<file path="src/rtl/mem_burst_ctrl.sv">
// rtl/mem_burst_ctrl.sv - burst-to-single-word access controller for a single-port memory
module mem_burst_ctrl #(
    parameter int DATA_W = 16,
    parameter int ADDR_W = 10,
    parameter int LEN_W  = 8
) (
    input  logic              clk,
    input  logic              reset,

    input  logic              cmd_valid,
    output logic              cmd_ready,
    input  logic              cmd_wr,
    input  logic [ADDR_W-1:0] cmd_addr,
    input  logic [LEN_W-1:0]  cmd_len,

    input  logic              wr_data_valid,
    output logic              wr_data_ready,
    input  logic [DATA_W-1:0] wr_data,

    output logic              rd_data_valid,
    input  logic              rd_data_ready,
    output logic [DATA_W-1:0] rd_data,
    output logic              rd_data_last,

    output logic              mem_valid,
    output logic              mem_wr,
    output logic [ADDR_W-1:0] mem_addr,
    output logic [DATA_W-1:0] mem_wdata,
    input  logic [DATA_W-1:0] mem_rdata,
    input  logic              mem_ready,

    output logic              busy,
    output logic              done
);

    typedef enum logic [2:0] {
        S_IDLE,
        S_WR_DATA,
        S_WR_MEM,
        S_RD_MEM,
        S_RD_OUT,
        S_DONE
    } state_t;

    state_t              state_q;
    state_t              state_d;

    // Latched command and burst progress.
    logic                wr_q;
    logic                wr_d;
    logic [LEN_W-1:0]    len_q;
    logic [LEN_W-1:0]    len_d;
    logic [LEN_W-1:0]    beat_q;
    logic [LEN_W-1:0]    beat_d;
    logic [ADDR_W-1:0]   addr_q;
    logic [ADDR_W-1:0]   addr_d;

    // Next values for the registered outputs.
    logic                cmd_ready_d;
    logic                wr_data_ready_d;
    logic                rd_data_valid_d;
    logic                rd_data_last_d;
    logic [DATA_W-1:0]   rd_data_d;
    logic                mem_valid_d;
    logic                mem_wr_d;
    logic [DATA_W-1:0]   mem_wdata_d;
    logic                busy_d;
    logic                done_d;

    logic                last_beat;

    // The address counter doubles as the memory address register; it only
    // advances between beats, so it is stable for the whole of each request.
    assign mem_addr  = addr_q;
    assign last_beat = (beat_q == len_q);

    // Next-state, datapath and output decode; every output flag is a function
    // of the state being entered so that all outputs leave a flop.
    always_comb begin
        state_d        = state_q;
        wr_d           = wr_q;
        len_d          = len_q;
        beat_d         = beat_q;
        addr_d         = addr_q;
        rd_data_d      = rd_data;
        rd_data_last_d = rd_data_last;
        mem_wdata_d    = mem_wdata;

        case (state_q)
            S_IDLE: begin
                if (cmd_valid && cmd_ready) begin
                    wr_d    = cmd_wr;
                    len_d   = cmd_len;
                    addr_d  = cmd_addr;
                    beat_d  = '0;
                    state_d = cmd_wr ? S_WR_DATA : S_RD_MEM;
                end
            end
            S_WR_DATA: begin
                if (wr_data_valid) begin
                    mem_wdata_d = wr_data;
                    state_d     = S_WR_MEM;
                end
            end
            S_WR_MEM: begin
                if (mem_ready) begin
                    if (last_beat) begin
                        state_d = S_DONE;
                    end else begin
                        beat_d  = beat_q + 1'b1;
                        addr_d  = addr_q + 1'b1;
                        state_d = S_WR_DATA;
                    end
                end
            end
            S_RD_MEM: begin
                if (mem_ready) begin
                    rd_data_d      = mem_rdata;
                    rd_data_last_d = last_beat;
                    state_d        = S_RD_OUT;
                end
            end
            S_RD_OUT: begin
                if (rd_data_ready) begin
                    if (rd_data_last) begin
                        state_d = S_DONE;
                    end else begin
                        beat_d  = beat_q + 1'b1;
                        addr_d  = addr_q + 1'b1;
                        state_d = S_RD_MEM;
                    end
                end
            end
            S_DONE: begin
                state_d = S_IDLE;
            end
            default: begin
                state_d = S_IDLE;
            end
        endcase

        // Last flag only qualifies a word that is actually on offer.
        if (state_d != S_RD_OUT) begin
            rd_data_last_d = 1'b0;
        end

        cmd_ready_d     = (state_d == S_IDLE);
        wr_data_ready_d = (state_d == S_WR_DATA);
        rd_data_valid_d = (state_d == S_RD_OUT);
        mem_valid_d     = (state_d == S_WR_MEM) || (state_d == S_RD_MEM);
        mem_wr_d        = mem_valid_d && wr_d;
        busy_d          = (state_d != S_IDLE);
        done_d          = (state_d == S_DONE);
    end

    // State, counters and registered outputs; reset aborts any burst in flight.
    always_ff @(posedge clk) begin
        if (reset) begin
            state_q       <= S_IDLE;
            wr_q          <= 1'b0;
            len_q         <= '0;
            beat_q        <= '0;
            addr_q        <= '0;
            cmd_ready     <= 1'b1;
            wr_data_ready <= 1'b0;
            rd_data_valid <= 1'b0;
            rd_data_last  <= 1'b0;
            rd_data       <= '0;
            mem_valid     <= 1'b0;
            mem_wr        <= 1'b0;
            mem_wdata     <= '0;
            busy          <= 1'b0;
            done          <= 1'b0;
        end else begin
            state_q       <= state_d;
            wr_q          <= wr_d;
            len_q         <= len_d;
            beat_q        <= beat_d;
            addr_q        <= addr_d;
            cmd_ready     <= cmd_ready_d;
            wr_data_ready <= wr_data_ready_d;
            rd_data_valid <= rd_data_valid_d;
            rd_data_last  <= rd_data_last_d;
            rd_data       <= rd_data_d;
            mem_valid     <= mem_valid_d;
            mem_wr        <= mem_wr_d;
            mem_wdata     <= mem_wdata_d;
            busy          <= busy_d;
            done          <= done_d;
        end
    end

endmodule

</file>
<file path="config.mk">
export PLATFORM = sky130hd
export DESIGN_NAME = mem_burst_ctrl
export DESIGN_NICKNAME = d
export VERILOG_FILES = /design/src/rtl/mem_burst_ctrl.sv
export SDC_FILE = /design/constraint.sdc
export NUM_CORES = 1
export LEC_CHECK = 0
export ABC_CLOCK_PERIOD_IN_PS = 2340
export CAP_MARGIN = 5
export CORE_AREA = 2 2 93 95
export CTS_BUF_LIST = sky130_fd_sc_hd__clkbuf_4
export DETAILED_ROUTE_END_ITERATION = 8
export DIE_AREA = 0 0 95 97
export PLACE_DENSITY = 0.66
export SETUP_SLACK_MARGIN = 0.5
export SLEW_MARGIN = 20
export SYNTH_ARGS = -nofsm -noshare
export SYNTH_HDL_FRONTEND = slang
export SYNTH_SLANG_ARGS = --single-unit
</file>
<file path="constraint.sdc">
create_clock -name clk -period 2.34 [get_ports clk]
set_input_delay 0.585 -clock clk [delete_from_list [all_inputs] [get_ports clk]]
set_output_delay 0.585 -clock clk [all_outputs]
set_load 0.02 [all_outputs]
</file>
# Yosys cells after proc, flatten, opt, wreduce, memory -nomap -nowiden
# Index checks and enable logic that the tools add are counted.
# W data, S select, Z words.
dict set report word_totals {
  inputBits 57
  wordCells 68
  reg_bits 70
  output_inout_bits 50
}
dict set report op_classes {
  n_reduce_logical 12
  n_mux 23
  n_addsub 2
  eq_ne 16
}
# operator n
set op_table {}
lappend op_table {{$mux W10} 5}
lappend op_table {{$mux W8} 5}
lappend op_table {{$pmux W10 S3} 1}
lappend op_table {{$pmux W8 S3} 1}
lappend op_table {{$mux W3} 7}
lappend op_table {{$pmux W3 S5} 1}
lappend op_table {{$eq A3 B2 Y1 const B} 4}
lappend op_table {{$add A10 B1 Y10 const B} 1}
lappend op_table {{$ne A2 B2 Y1 const B} 5}
lappend op_table {{$eq A3 B3 Y1 const B} 3}
lappend op_table {{$add A8 B1 Y8 const B} 1}
lappend op_table {{$eq A8 B8 Y1} 1}
lappend op_table {{$eq A3 B1 Y1 const B} 2}
lappend op_table {{$logic_not A3 Y1} 2}
lappend op_table {{$reduce_and A2 Y1} 3}
lappend op_table {{$reduce_and A6 Y1} 1}
lappend op_table {{$reduce_bool A3 Y1} 2}
lappend op_table {{$ne A3 B3 Y1 const B} 1}
lappend op_table {{$logic_and A1 B1 Y1} 2}
lappend op_table {{$mux W1} 2}
lappend op_table {{$mux W2} 1}
lappend op_table {{$reduce_or A2 Y1} 1}
lappend op_table {{$logic_or A1 B1 Y1} 1}

# Depth between registers and ports, before layout
# Gate-level depths: netlist of the first run.
dict set report depth {
  word_depth 7
  ltp_mapped 8
  depth_no_buf 6
}

# Least setup slack after synthesis of the first run
# No wires, ideal clock.
dict set report synth_path {
  path_kind {input port to flip-flop}
  start {input rd_data_ready}
  end {register beat_q[6]}
  arrival_time_ns 1.736
  setup_ns 0.070
  cell_stages 5
  slack_ns 0.534
  cell_sequence {nand4bb_1 > a31o_1 > a31o_4 > or4_1 > a21oi_1}
}
dict set report synth_via {
  elab_chain_cells 2
}
# element line_no
set synth_rtl {}
lappend synth_rtl {{from (decl)} 21} ;# input logic rd_data_ready,
lappend synth_rtl {{$ne A2 B2 Y1 (no source line)} --}
lappend synth_rtl {{$reduce_and A6 Y1 (no source line)} --}
lappend synth_rtl {{to (signal assigned)} 178} ;# beat_q <= beat_d;
lappend synth_rtl {{to (decl)} 53} ;# logic [LEN_W-1:0] beat_q;
# No other way between the ends.
# A chain may end at the register's enable or synchronous reset.

# Worst setup path after layout of the first run
dict set report layout_path {
  start {register beat_q[3]}
  end {register cmd_ready}
}
dict set report layout_via {
  elab_chain_cells 5
}
# element line_no
set layout_rtl {}
lappend layout_rtl {{$eq A8 B8 Y1} 75} ;# assign last_beat = (beat_q == len_q);
lappend layout_rtl {{$mux W3} 107} ;# if (last_beat) begin
lappend layout_rtl {{$mux W3} 106} ;# if (mem_ready) begin
lappend layout_rtl {{$pmux W3 S5} 89} ;# case (state_q)
lappend layout_rtl {{$logic_not A3 Y1} 147} ;# cmd_ready_d = (state_d == S_IDLE);
lappend layout_rtl {{to (signal assigned)} 180} ;# cmd_ready <= cmd_ready_d;
lappend layout_rtl {{to (decl)} 11} ;# output logic cmd_ready,
# No other way between the ends.

==> impl_metrics.toml, run 1 <==
[timing]
worst-slew-pin-transition_ns = 0.582
finalCritPeriodShare = 0.794
report.final.slew_viol_count = 0
final_hold_viol_count = 0
final.setup.tns_ns = 0
fmax_ghz = 0.538
holdWs_ns = 0.457
relSlewSlack = 0.612
setup_viol_count_final = 0
fin_skew_ns = 0.0178
rsz0062_at_grt = "yes"
fin_crit_ns = 1.86

[critical_path]
setup.worst_path.start_class = "flop"
critical_path.endpoint_type = "flop"
worst-path-max-fanout = 5
reg2reg_from = "beat_q[3]$_SDFFE_PP0P_"
arrival_ns = 2.17
critPathMaxStageDelay_ns = 0.49
worstPathRequired_ns = 2.65
path_common_cell = "buf_4"
r2r_slack_ns = 0.48
critPathSlowestCell = "nor4_4"
crit_type = "flop to flop"
worstReg2RegEnd = "cmd_ready$_SDFF_PP1_"
timing.reg2reg.worst_path_depth = 7
crit_path_cell_trace = "xor2_2 -> nor4_4 -> buf_4 -> nand4_1 -> a21oi_2 -> buf_4 -> nor3_1"

[global_routing]
grt_util_met3 = 0.0646
grtUsageMet1 = 0.240
met2_usage = 0.300
grt_first_pass_wirelength_um = 14100
grt-ovfl-total = 0
antenna_found_initial = 0
grt_max_degree = 28
grt_usage = 0.190
grt-busiest-layer = "met2"
grt_pass1_vias = 3015

[power]
total_power_uw = 4150
leakagePower_uw = 0.00202
ir_worst_vdd_mv = 0.358
p_per_area_mw_per_mm2 = 887

[clock_network]
clock_path_buffers = 2
cts_hold_buf = 0
path_clk_slew_ns = 0.12
clk-insertion-delay-late_ns = 0.41
cts_tree = "built"
cts.htree.levels = 3
cts_inserted_buffers = 9
clock_tree.root_cell = "clkbuf_4"
clock-sinks = 70

[routing]
drc = 0
antenna_left = 0
drtPass1Iterations = 4
drt_wl_total_um = 8770
num_vias = 3082
wl_per_cell_um = 14.4
drt_iter0_markers = 93
via_per_inst = 5.04

[logic_synthesis]
synthFlopType = "dfxtp_1"
ys_warn_count = 0
postSynthCellCount = 362
syn_area_per_cell_um2 = 8.42
synth_edf_count = 0
seq_area_frac_synth = 0.460
synth_seq_cells = 70
synthesis.nets = 421
syn-cell-area_mm2 = 0.00305
synth_cell_type_count = 55
async_flop_share = 0

[die]
rows = 33
core_mm2 = 0.00813
start_util = 0.375
die_y_um = 97
ios = 107
die_area_mm2 = 0.00922
die_w_um = 95

[job]
maxCapViolations = 0

[final_layout]
multi_input_area_mm2 = 0.00161
seqCellArea_mm2 = 0.00143
final_layout_size_suffix_gt1_frac = 0.186
antenna_cells = 0
final_cell_mix = "nand2_1 (102), dfxtp_1 (59), a21oi_1 (53), clkdlybuf4s50_1 (52), dlygate4sd2_1 (50)"
area_growth_pct = 53.6
final_common_cell = "nand2_1"
fin_nets = 560
fill_cells = 760

[placed_design]
place_congestion = 0.808
dp.final_hpwl_um = 5940
numPortBuffers = 106

[worst_hold_path]
min_from = "rd_data[8]$_SDFFE_PP0P_"
min_path_cells = 2
timing.hold.worst_endpoint = "rd_data[8]$_SDFFE_PP0P_"
holdCritPathClass = "flop to flop"

[outcome]
status = "finished, final reports clean"
## power breakdown
| group | internal [uW] | switching [uW] | total (uW) |
|---|---|---|---|
| clock | 552 | 453 | 1000 |
| combinational | 775 | 844 | 1620 |
| sequential | 1360 | 168 | 1530 |
## through the flow
step | instances | util | area, um2 | worst slack [ns]
detailed placement | 577 | 0.529 | 4300 | -0.0779
floorplan | 362 | - | 3050 | 0.534
CTS | 601 | 0.556 | 4520 | 0.485
global placement | 577 | 0.529 | 4300 | -0.0570
global route | 611 | 0.576 | 4680 | 0.401
finish | 611 | 0.576 | 4680 | 0.482
## area by class of cell
type | instances | area share
well taps | 105 | 0.0281
repair buffers | 146 | 0.280
multi-input cells | 269 | 0.344
flip-flops and latches | 70 | 0.305
inverters | 5 | 0.00401
clock inverters | 6 | 0.0235
clock buffers | 10 | 0.0160
## worst max path at each step
stage	from	slack (ns)	endpoint
6_report	beat_q[3]$_SDFFE_PP0P_	0.48	cmd_ready$_SDFF_PP1_
5_1_grt	len_q[3]$_SDFFE_PP0P_	0.40	mem_addr[4]$_SDFFE_PP0P_
4_1_cts	mem_addr[4]$_SDFFE_PP0P_	0.49	mem_addr[4]
3_5_place_dp	cmd_valid	-0.08	beat_q[6]$_SDFFE_PP0P_
3_3_place_gp	cmd_valid	-0.06	beat_q[6]$_SDFFE_PP0P_
2_1_floorplan	rd_data_ready	0.53	beat_q[6]$_SDFFE_PP0P_
## worst max-delay path: cells and delay by family (launching register included)
kind | cells | cell delay (ns)
AND/OR/NAND/NOR | 3 | 0.66
flip-flops | 1 | 0.39
buffers and inverters | 2 | 0.35
AO/OA/AOI/OAI | 1 | 0.22
XOR/XNOR | 1 | 0.16
## synthesized netlist by cell type, types with 3 or more instances
cell        n  share of area
nor3_1      6         0.0099
o21ai_0     3         0.0049
nand2_1   103           0.13
xor2_1     10          0.029
nand3_1     6         0.0099
nand4_1     6          0.012
inv_1       5         0.0062
or4_1       4         0.0099
dfxtp_1    70           0.46
a21oi_1    55          0.090
clkbuf_1   13          0.016
o31ai_1     4         0.0099
nor2_1     11          0.014
or3_1       4         0.0082
nand2b_1    3         0.0062
and3_1      5          0.010
o32ai_1     3         0.0086
## routing by layer
| metal | share of wire | wire length, um |
|---|---|---|
| met5 | 0 | 0 |
| met4 | 0.014 | 121 |
| met3 | 0.080 | 701 |
| met2 | 0.48 | 4200 |
| met1 | 0.43 | 3750 |
## flip-flops by register name, summed over array words and instances (netlist names)
register	count
busy	1
mem_addr	10
rd_data_valid	1
wr_q	1
state_q	3
mem_valid	1
rd_data_last	1
beat_q	8
rd_data	16
wr_data_ready	1
mem_wr	1
cmd_ready	1
mem_wdata	16
len_q	8
done	1
## repair_timing
action,in CTS,in global routing
setup buffers,7,10
pin swaps,5,12
setup endpoints to repair,65,24
cloned,1,0
gates resized for setup,63,24
## cell families after synthesis
logic type / share of synthesized area
buf+inv: 0.0423
flops: 0.460
simple gates: 0.271
xor+xnor: 0.0316
fa+ha+maj: 0.00821
compound gates: 0.177
mux: 0.0103
No activity file was read; power rests on OpenSTA's default activity.
==> run 2, diff against run 1 <==
Settings changed: ABC_CLOCK_PERIOD_IN_PS 2340 to 1800.
Clock period 2.34 ns to 1.8 ns, I/O delays scaled along.
==> run 2 against run 1 <==
Against the previous run:
- maximum frequency grew 3.7%
- clock skew decreased by 0.0032 ns
- combinational power up 91%
- cell count increased by 7.0%
- critical endpoint is now beat_q[7]$_SDFFE_PP0P_
- via count up 7.6%
==> impl_metrics.toml, run 2 (synthesis results as in run 1) <==
[final_layout]
seqCellArea_mm2 = 0.00151
area_growth_pct = 88.6
final_cell_mix = "nand2_1 (76), buf_6 (72), buf_4 (57), dfxtp_2 (51), clkdlybuf4s50_1 (51)"
final_common_cell = "nand2_1"
final_util = 0.707
final_cell_area_mm2 = 0.00575
fill_cells = 591
final_layout_size_suffix_gt1_frac = 0.574
fin_nets = 603
multi_input_area_mm2 = 0.00206
antenna_cells = 0

[critical_path]
worst-path-max-fanout = 9
reg2reg_from = "len_q[5]$_SDFFE_PP0P_"
startpoint = "len_q[5]$_SDFFE_PP0P_"
critPathMaxStageDelay_ns = 0.46
arrival_ns = 2.15
crit_path_cell_trace = "xor2_2 -> nor4_4 -> buf_4 -> a31o_4 -> or4_4 -> a21oi_2"
crit_type = "flop to flop"
worst-path-buf-inv = 1
critical_path.endpoint_type = "flop"
setup.worst_path.start_class = "flop"
worstPathRequired_ns = 2.16
critPathSlowestCell = "dfxtp_1"
path_delay_family = "simple AND/OR/NAND/NOR gates"

[routing]
highest_layer = "met4"
drt_wl_total_um = 10100
num_vias = 3317
drtPass1Iterations = 4
via_per_inst = 5.07
m1WireLength_um = 4030
drc = 0
wl_met2_um = 5150
drt_iter0_markers = 100
wl_per_cell_um = 15.4
antenna_left = 0
dr_wl_met3_um = 759

[clock_network]
clock_tree.root_cell = "clkbuf_4"
cts_inserted_buffers = 9
cts_hold_buf = 0
path_clk_slew_ns = 0.13
clk-insertion-delay-late_ns = 0.42
cts.htree.levels = 3
cts_tree = "built"
clock-sinks = 70
clock_path_buffers = 2

[global_routing]
grt_pass1_vias = 3181
grt_max_degree = 27
grt_usage = 0.202
antenna_found_initial = 0
grt-ovfl-total = 0
grt_first_pass_wirelength_um = 15000

[timing]
relSlewSlack = 0.726
worst-slew-pin-transition_ns = 0.411
fmax_ghz = 0.558
fin_crit_ns = 1.79
finalCritPeriodShare = 0.995
fin_skew_ns = 0.0146
holdWs_ns = 0.400
final.setup.tns_ns = 0
final_hold_viol_count = 0
report.final.slew_viol_count = 0
setup_viol_count_final = 0
rsz0062_at_grt = "yes"

[power]
p_clk_frac = 0.187
leakagePower_uw = 0.00229
intPower_uw = 4060
netSwitchingFraction = 0.361
ir_worst_vdd_mv = 0.567
p_per_area_mw_per_mm2 = 1110
p_sw_uw = 2300
power_frac_comb = 0.487
total_power_uw = 6360
p_seq_frac = 0.326

[die]
die_w_um = 95
core_mm2 = 0.00813
die_y_um = 97
start_util = 0.375
die_area_mm2 = 0.00922
rows = 33
ios = 107

[worst_hold_path]
holdCritPathClass = "input pin to flop"
min_from = "reset"

[outcome]
status = "finished, final reports clean"

[job]
maxCapViolations = 0

[placed_design]
dpl_cell_area_mm2 = 0.00451
numPortBuffers = 106
dp.final_hpwl_um = 6110
place_congestion = 0.845
[run 2: changes by cell type in the layout (fill, tap and decap cells not counted), moves of 8 or more]
cell	before	now
a21oi_2	3	32
dfxtp_1	59	6
buf_6	0	72
nand2_4	0	21
a21oi_1	53	24
dfxtp_4	5	13
dfxtp_2	6	51
buf_4	38	57
nand2_1	102	76
dlygate4sd2_1	50	4
[run 2: timing repair]
action	in CTS	in global routing
pin swaps	31	52
cloned	4	1
setup endpoints to repair	120	120
setup buffers	18	16
resized for setup	404	120
[run 2: layout make-up]
| class | instances | share of cell area |
|---|---|---|
| repair buffers | 189 | 0.324 |
| flip-flops and latches | 70 | 0.263 |
| multi-input cells | 269 | 0.358 |
| well taps | 105 | 0.0229 |
| clock inverters | 7 | 0.0168 |
| inverters | 5 | 0.00326 |
| clock buffers | 9 | 0.0118 |
[run 2: metrics by stage]
stage / instances / setup slack (ns)
global route: 654 / -0.0494
floorplan: 362 / 0.121
detailed placement: 599 / -0.464
CTS: 637 / 0.0482
finish: 654 / 0.00825
global placement: 599 / -0.383
[run 2: worst paths after layout]
| kind | endpoint | slack (ns) | cells after the start |
|---|---|---|---|
| hold / removal | rd_data[0]$_SDFFE_PP0P_ | 0.40 | 2 |
| setup / recovery | beat_q[7]$_SDFFE_PP0P_ | 0.008 | 6 |
| hold reg to reg | rd_data[7]$_SDFFE_PP0P_ | 0.47 | 2 |
| setup reg to reg | beat_q[7]$_SDFFE_PP0P_ | 0.008 | 6 |
[run 2: layer usage]
layer | GRT usage | vias up
li1 | - | 1623
met1 | 0.254 | 1570
met2 | 0.328 | 114
met3 | 0.0678 | 10
met4 | 0.0569 | 0
met5 | 0 | -
[run 2: worst register-to-register path, stage by stage, from the launching register on]
cell and delay [ns]:
dfxtp_1 0.46, xor2_2 0.22, nor4_4 0.07, buf_4 0.16, a31o_4 0.26, or4_4 0.43
a21oi_2 0.13
[run 2: power by group through the flow]
stage          combinational (uW)  sequential (uW)  clock, uW
3_5_place_dp                 2180             2000          0
6_report                     3100             2070       1190
2_1_floorplan                1080             2150          0
3_3_place_gp                 2150             1990          0
5_1_grt                      3310             2100       1270
4_1_cts                      2650             2030       1190
